File: src/rtl/read_channels_slv.sv
// Read-channel responder: queues AR requests, fetches one 128-bit line per request
// from a 1-cycle-latency memory, and returns it as a 4-beat 32-bit R burst.
module read_channels_slv #(
  parameter int QDEPTH_LOG2 = 1
) (
  input  logic         clk,
  input  logic         rst,
  input  logic         arvalid,
  output logic         arready,
  input  logic [3:0]   arid,
  input  logic [31:0]  araddr,
  output logic         rvalid,
  input  logic         rready,
  output logic [3:0]   rid,
  output logic [31:0]  rdata,
  output logic         rlast,
  output logic         mem_rd,
  output logic [31:0]  mem_addr,
  input  logic [127:0] mem_rdata,
  output logic         rd_busy
);

  localparam int QDEPTH = 1 << QDEPTH_LOG2;
  localparam logic [QDEPTH_LOG2:0]   CNT_FULL = (QDEPTH_LOG2+1)'(QDEPTH);
  localparam logic [QDEPTH_LOG2:0]   CNT_ONE  = (QDEPTH_LOG2+1)'(1);
  localparam logic [QDEPTH_LOG2-1:0] PTR_ONE  = QDEPTH_LOG2'(1);

  typedef struct packed {
    logic [3:0]  id;
    logic [27:0] line;
  } req_t;

  typedef enum logic [1:0] {IDLE, FETCH, SEND} state_t;

  req_t [QDEPTH-1:0]      q_mem_q, q_mem_d;
  logic [QDEPTH_LOG2-1:0] wr_ptr_q, wr_ptr_d, rd_ptr_q, rd_ptr_d;
  logic [QDEPTH_LOG2:0]   count_q, count_d;
  state_t                 state_q, state_d;
  logic [1:0]             beat_q, beat_d;
  logic [3:0]             cur_id_q, cur_id_d;
  logic [127:0]           line_q, line_d;

  logic full, empty, push, pop;
  req_t head;

  assign full    = (count_q == CNT_FULL);
  assign empty   = (count_q == '0);
  assign head    = q_mem_q[rd_ptr_q];
  // arready ignores a same-cycle pop: no push-through when full
  assign arready = !full;
  assign push    = arvalid && !full;
  assign pop     = (state_q == IDLE) && !empty;

  assign mem_addr = empty ? 32'h0 : {head.line, 4'h0};
  assign rd_busy  = !empty || (state_q != IDLE);

  always_comb begin
    q_mem_d  = q_mem_q;
    wr_ptr_d = wr_ptr_q;
    rd_ptr_d = rd_ptr_q;
    count_d  = count_q;
    if (push) begin
      q_mem_d[wr_ptr_q] = '{id: arid, line: araddr[31:4]};
      wr_ptr_d          = wr_ptr_q + PTR_ONE;
    end
    if (pop)
      rd_ptr_d = rd_ptr_q + PTR_ONE;
    case ({push, pop})
      2'b10:   count_d = count_q + CNT_ONE;
      2'b01:   count_d = count_q - CNT_ONE;
      default: count_d = count_q;
    endcase
  end

  always_comb begin
    state_d  = state_q;
    beat_d   = beat_q;
    cur_id_d = cur_id_q;
    line_d   = line_q;
    mem_rd   = 1'b0;
    rvalid   = 1'b0;
    rid      = 4'h0;
    rdata    = 32'h0;
    rlast    = 1'b0;
    case (state_q)
      IDLE: begin
        if (!empty) begin
          mem_rd   = 1'b1;
          cur_id_d = head.id;
          state_d  = FETCH;
        end
      end
      FETCH: begin
        line_d  = mem_rdata;
        beat_d  = 2'd0;
        state_d = SEND;
      end
      SEND: begin
        rvalid = 1'b1;
        rid    = cur_id_q;
        rdata  = line_q[{beat_q, 5'b0} +: 32];
        rlast  = (beat_q == 2'd3);
        if (rready) begin
          // beat 3 + 1 wraps to 0 exactly as the burst leaves SEND
          beat_d = beat_q + 2'd1;
          if (beat_q == 2'd3)
            state_d = IDLE;
        end
      end
      default: state_d = IDLE;
    endcase
  end

  always_ff @(posedge clk or posedge rst) begin
    if (rst) begin
      q_mem_q  <= '0;
      wr_ptr_q <= '0;
      rd_ptr_q <= '0;
      count_q  <= '0;
      state_q  <= IDLE;
      beat_q   <= 2'd0;
      cur_id_q <= 4'h0;
      line_q   <= '0;
    end else begin
      q_mem_q  <= q_mem_d;
      wr_ptr_q <= wr_ptr_d;
      rd_ptr_q <= rd_ptr_d;
      count_q  <= count_d;
      state_q  <= state_d;
      beat_q   <= beat_d;
      cur_id_q <= cur_id_d;
      line_q   <= line_d;
    end
  end

endmodule
File: config.mk
export PLATFORM = sky130hd
export DESIGN_NAME = read_channels_slv
export DESIGN_NICKNAME = d
export VERILOG_FILES = /design/src/rtl/read_channels_slv.sv
export SDC_FILE = /design/constraint.sdc
export NUM_CORES = 1
export LEC_CHECK = 0
export CORE_MARGIN = 5
export CORE_UTILIZATION = 40
export CTS_CLUSTER_SIZE = 30
export DETAILED_ROUTE_END_ITERATION = 7
export PLACE_DENSITY = 0.7
export SYNTH_ARGS = -nofsm -noshare
export SYNTH_HDL_FRONTEND = slang
export SYNTH_SLANG_ARGS = --single-unit
File: constraint.sdc
create_clock -name clk -period 9.9 [get_ports clk]
set_input_delay 1.98 -clock clk [delete_from_list [all_inputs] [get_ports clk]]
set_output_delay 1.98 -clock clk [all_outputs]
set_load 0.01 [all_outputs]
Word-level counts from Yosys, hierarchy flattened
Cells that the tools add are included.

Bits in registers: 204. Input bits: 168. Output and inout port bits: 73. Word-level logic and storage cells: 63.

Multiplexer cells: 19. Reduce and logical (&&, ||, !) cells: 14. Eq/ne operators: 9. Shift-type cells: 1. $add $sub $neg: 5. Bitwise logic cells: 1. Magnitude comparators: 3.

Operators by type and width (number): $mux 32 (5); $shiftx 128x8->32 (1); $bwmux 64 (1); $demux 32 s1 (1); $eq 2x2->1 const B (4); $mux 2 (4); $pmux 2 s2 (2); $ne 2x2->1 const B (3); $pmux 2 s3 (1); $reduce_bool 2->1 (3); $add 2x1->2 const B (2); $eq 2x1->1 const B (2); $logic_not 2->1 (2); $lt 1x2->1 const B (2); $mux 1 (4); $mux 4 (1); $reduce_and 2->1 (2); $logic_and 1x1->1 (3); $reduce_and 3->1 (1); $add 1x1->1 const B (2); $logic_not 1->1 (2); $sub 2x1->2 const B (1); $ge 1x1->1 const B (1); $logic_or 1x1->1 (1); $not 1->1 (1).

Depth between registers and ports, before layout
Depth after elaboration: 5. Gate-level depth with buffers: 6. Mapped depth without buffers: 6.

Worst setup path before layout
Ideal clock, no wire load.

Path type: reg-to-output. Start point: reg beat_q[1]. End point: out rdata[10]. Arrival time: 1356 ps. Stages on the path, launching flop included: 5. Path slack: 6564 ps. Cell sequence: dfrtp_1 > buf_4 > buf_6 > mux4_2 > and2_1.

Word-level cells in the longest chain between the ends: 2.

Ends and longest elaborated chain: start, declared (line 39) `logic [1:0] beat_q, beat_d;`; start signal, assigned (line 130) `beat_q <= beat_d;`; $shiftx 128x8->32 (line 101) `rdata = line_q[{beat_q, 5'b0} +: 32];`; $mux 32 (line 85) `case (state_q)`; end, declared (line 15) `output logic [31:0] rdata,`.

No other way between the ends.

Worst setup path after layout
Start point: reg state_q[1]. End point: out rdata[29].

Word-level cells in the longest chain between the ends: 2.

Ends and longest elaborated chain: start, declared (line 38) `state_t state_q, state_d;`; start signal, assigned (line 129) `state_q <= state_d;`; $eq 2x2->1 (line 85); $mux 32 (line 85).

No other way between the ends.

==> results.toml <==
[pwr]
irDropWorstVdd_uv = 191
leakage_uw = 0.00520
power_uw = 4260
powerDensity_nw_per_um2 = 338

[logic_synthesis]
async_flop_share = 1.00
avgSynthCellArea_um2 = 15.4
synth.distinct_cells = 30
synth-main-ff-cell = "dfrtp_1"
synth_enable_flop_cells = 0
yosys_warnings = 0
ys_ff_latch = 204
synth_area_um2 = 9350
synth_cells = 607
synth.area.top_cells = "dfrtp_1, mux2_2, mux4_2, mux2_4, mux2i_1"
synth_top_area_cell = "dfrtp_1"
yosys.area.top_type_share = 0.546
ys_seq_area_frac = 0.546

[final_layout]
multiInputGateArea_um2 = 3950
final_nets = 997
post-route-cell-area_um2 = 12600
layout-drive-gt1-share = 0.332
seq_area_um2 = 5110
syn_to_final_growth_pct = 34.8
fill_cells = 1988
diodes = 0

[setup_path]
worstRegToRegCells = 4
arrival_ps = 2780
crit_buf_inv = 1
crit_chain = "nor2b_4, and2_1, clkdlybuf4s50_1"
cp_top_family = "simple AND/OR/NAND/NOR gates"
crit_required_ps = 7920
crit_path_end_kind = "output pin"
cp_slowest_cell = "nor2b_4"
path_max_fanout = 39
cp.depth = 3
worst-setup-path-type = "reg2out"
cp-start-kind = "flip-flop"
cpPeakStageDelay_ps = 900
r2r_slack_ps = 7080

[grt]
overflow = 0
grt_pass1_wl_um = 34700
grt_max_degree = 146
grt_util_met2 = 0.257
met3_usage = 0.0661
track_usage = 0.162
grt-busiest-layer = "met2"
grt_pass1_vias = 6361
antenna_found_initial = 1
grt_use_met1 = 0.214

[timing]
timing.final.crit_share = 0.480
rsz0062_at_grt = "false"
relSlewSlack = 0.245
worst-slew-pin-transition_ps = 1130
slew_violations = 0
hold_viol_final = 0
setup_violations = 0
fin_worst_skew_ps = 15.8
period_minus_slack_ps = 4760
fmaxAchievable_ghz = 0.210
tns_ps = 0

[clock_tree]
clk_path_buf_depth = 3
post_cts_buffers = 0
clock-sinks = 204
clkLatencyLatePin_ps = 500
ctsRootBufferMaster = "clkbuf_16"
cts.repair.resized = 0
cts_made_buffers = 23
tritoncts = "built"
htree_levels = 1
clk_pin_slew_ps = 60
ctsHoldBuffers = 0

[die]
dieWidth_um = 163
initial_core_util = 0.402
die_h_um = 163
rows = 56
core_area_um2 = 23300
dieArea_um2 = 26500
pin_count = 241

[detailed_routing]
drt-wirelength-per-cell_um = 18.6
post-route-drc-count = 0
wirelength_um = 21600
detail_route.iter0.violations = 219
via_per_inst = 4.90
dr.pass1.iters = 4
vias = 5688
ant_nets = 0

[placed_design]
gp_congestion = 0.739
io_buffers = 232
hpwl_um = 14100
place_area_um2 = 11800

[min_path]
whs_path_depth = 1
hold_class = "reg2reg"

[run_status]
outcome = "completed"

[job]
cap_violations = 0
-- final timing paths --
| kind | from | end |
|---|---|---|
| worst max-delay path | state_q[1] | rdata[29] |
| worst min-delay path | q_mem_q[53] | q_mem_q[53] |
| worst max register to register | state_q[0] | line_q[19] |
| worst min register to register | q_mem_q[53] | q_mem_q[53] |
| max in group asynchronous | rst | beat_q[1] |
| min in group asynchronous | rst | line_q[77] |
-- power by group --
| group | switching (uW) | internal [uW] |
|---|---|---|
| clock network | 335 | 548 |
| registers | 254 | 1270 |
| logic | 686 | 1170 |
| total | 1280 | 2990 |
-- per-layer routing --
layer / share of wire / up-vias / wire (um)
met4: 0.013 / 2 / 282
met1: 0.43 / 2888 / 9390
met3: 0.10 / 26 / 2220
met2: 0.45 / 174 / 9700
li1: - / 2598 / -
met5: 0.00060 / - / 13
-- cell usage in the layout, fill, tap and decap left out, types with 4 or more instances in the layout --
cell type,synthesis,routed
and2_1,37,37
buf_4,22,6
bufinv_16,0,4
clkbuf_1,6,7
clkbuf_16,0,23
clkdlybuf4s50_1,0,232
conb_1,1,4
dfrtp_1,204,201
mux2_2,167,167
mux2_4,30,30
mux2i_1,28,28
mux4_2,32,32
nand2_1,6,6
nor2_1,31,30
-- registers in the layout (all words and copies together) (netlist names) --
register  cells
line_q      128
state_q       2
cur_id_q      4
rd_ptr_q      1
count_q       2
q_mem_q      64
wr_ptr_q      1
beat_q        2
-- through the flow --
step	hold slack, ps	utilization	setup WS [ps]	cells
detailed placement	484	0.509	5660	1121
global route	507	0.542	4960	1162
floorplan	464	-	2350	610
global placement	473	0.509	5650	1121
finish	492	0.542	5140	1162
CTS	497	0.542	5100	1162
-- cells by family (layout without fill, tap and decap cells) --
group / Yosys count / in the layout / share of synthesized area
simple gates: 82 / 82 / 0.0475
compound gates: 6 / 6 / 0.00428
xor+xnor: 5 / 5 / 0.00468
mux: 260 / 260 / 0.360
buf+inv: 47 / 280 / 0.0348
other cells: 1 / 4 / 0.000401
flops: 204 / 204 / 0.546
fa+ha+maj: 2 / 2 / 0.00268
-- worst reg2reg max path, cell delays in order (launching register included) --
cell and delay [ps]:
dfrtp_1 540, nor2b_4 200, buf_4 620, buf_4 830, mux2_2 500
-- cell type report --
class                           count  area share
Inverter                            1    0.000893
Clock inverter                      9      0.0119
Multi-Input combinational cell    359       0.313
Timing Repair Buffer              238       0.188
Tap cell                          319      0.0317
Sequential cell                   204       0.405
Clock buffer                       32      0.0499
-- synthesized netlist by cell type (2+ instances only) --
library cell / n
nand2_1: 6
ha_1: 2
mux4_2: 32
mux2_1: 3
nor2_1: 31
buf_4: 22
dfrtp_1: 204
mux2i_1: 28
o21ai_0: 2
clkbuf_1: 6
xor2_1: 2
mux2_4: 30
mux2_2: 167
buf_6: 7
xnor2_1: 3
a22o_1: 2
and2_1: 37
buf_2: 11
Note: power is estimated with default switching activity, not from simulation.
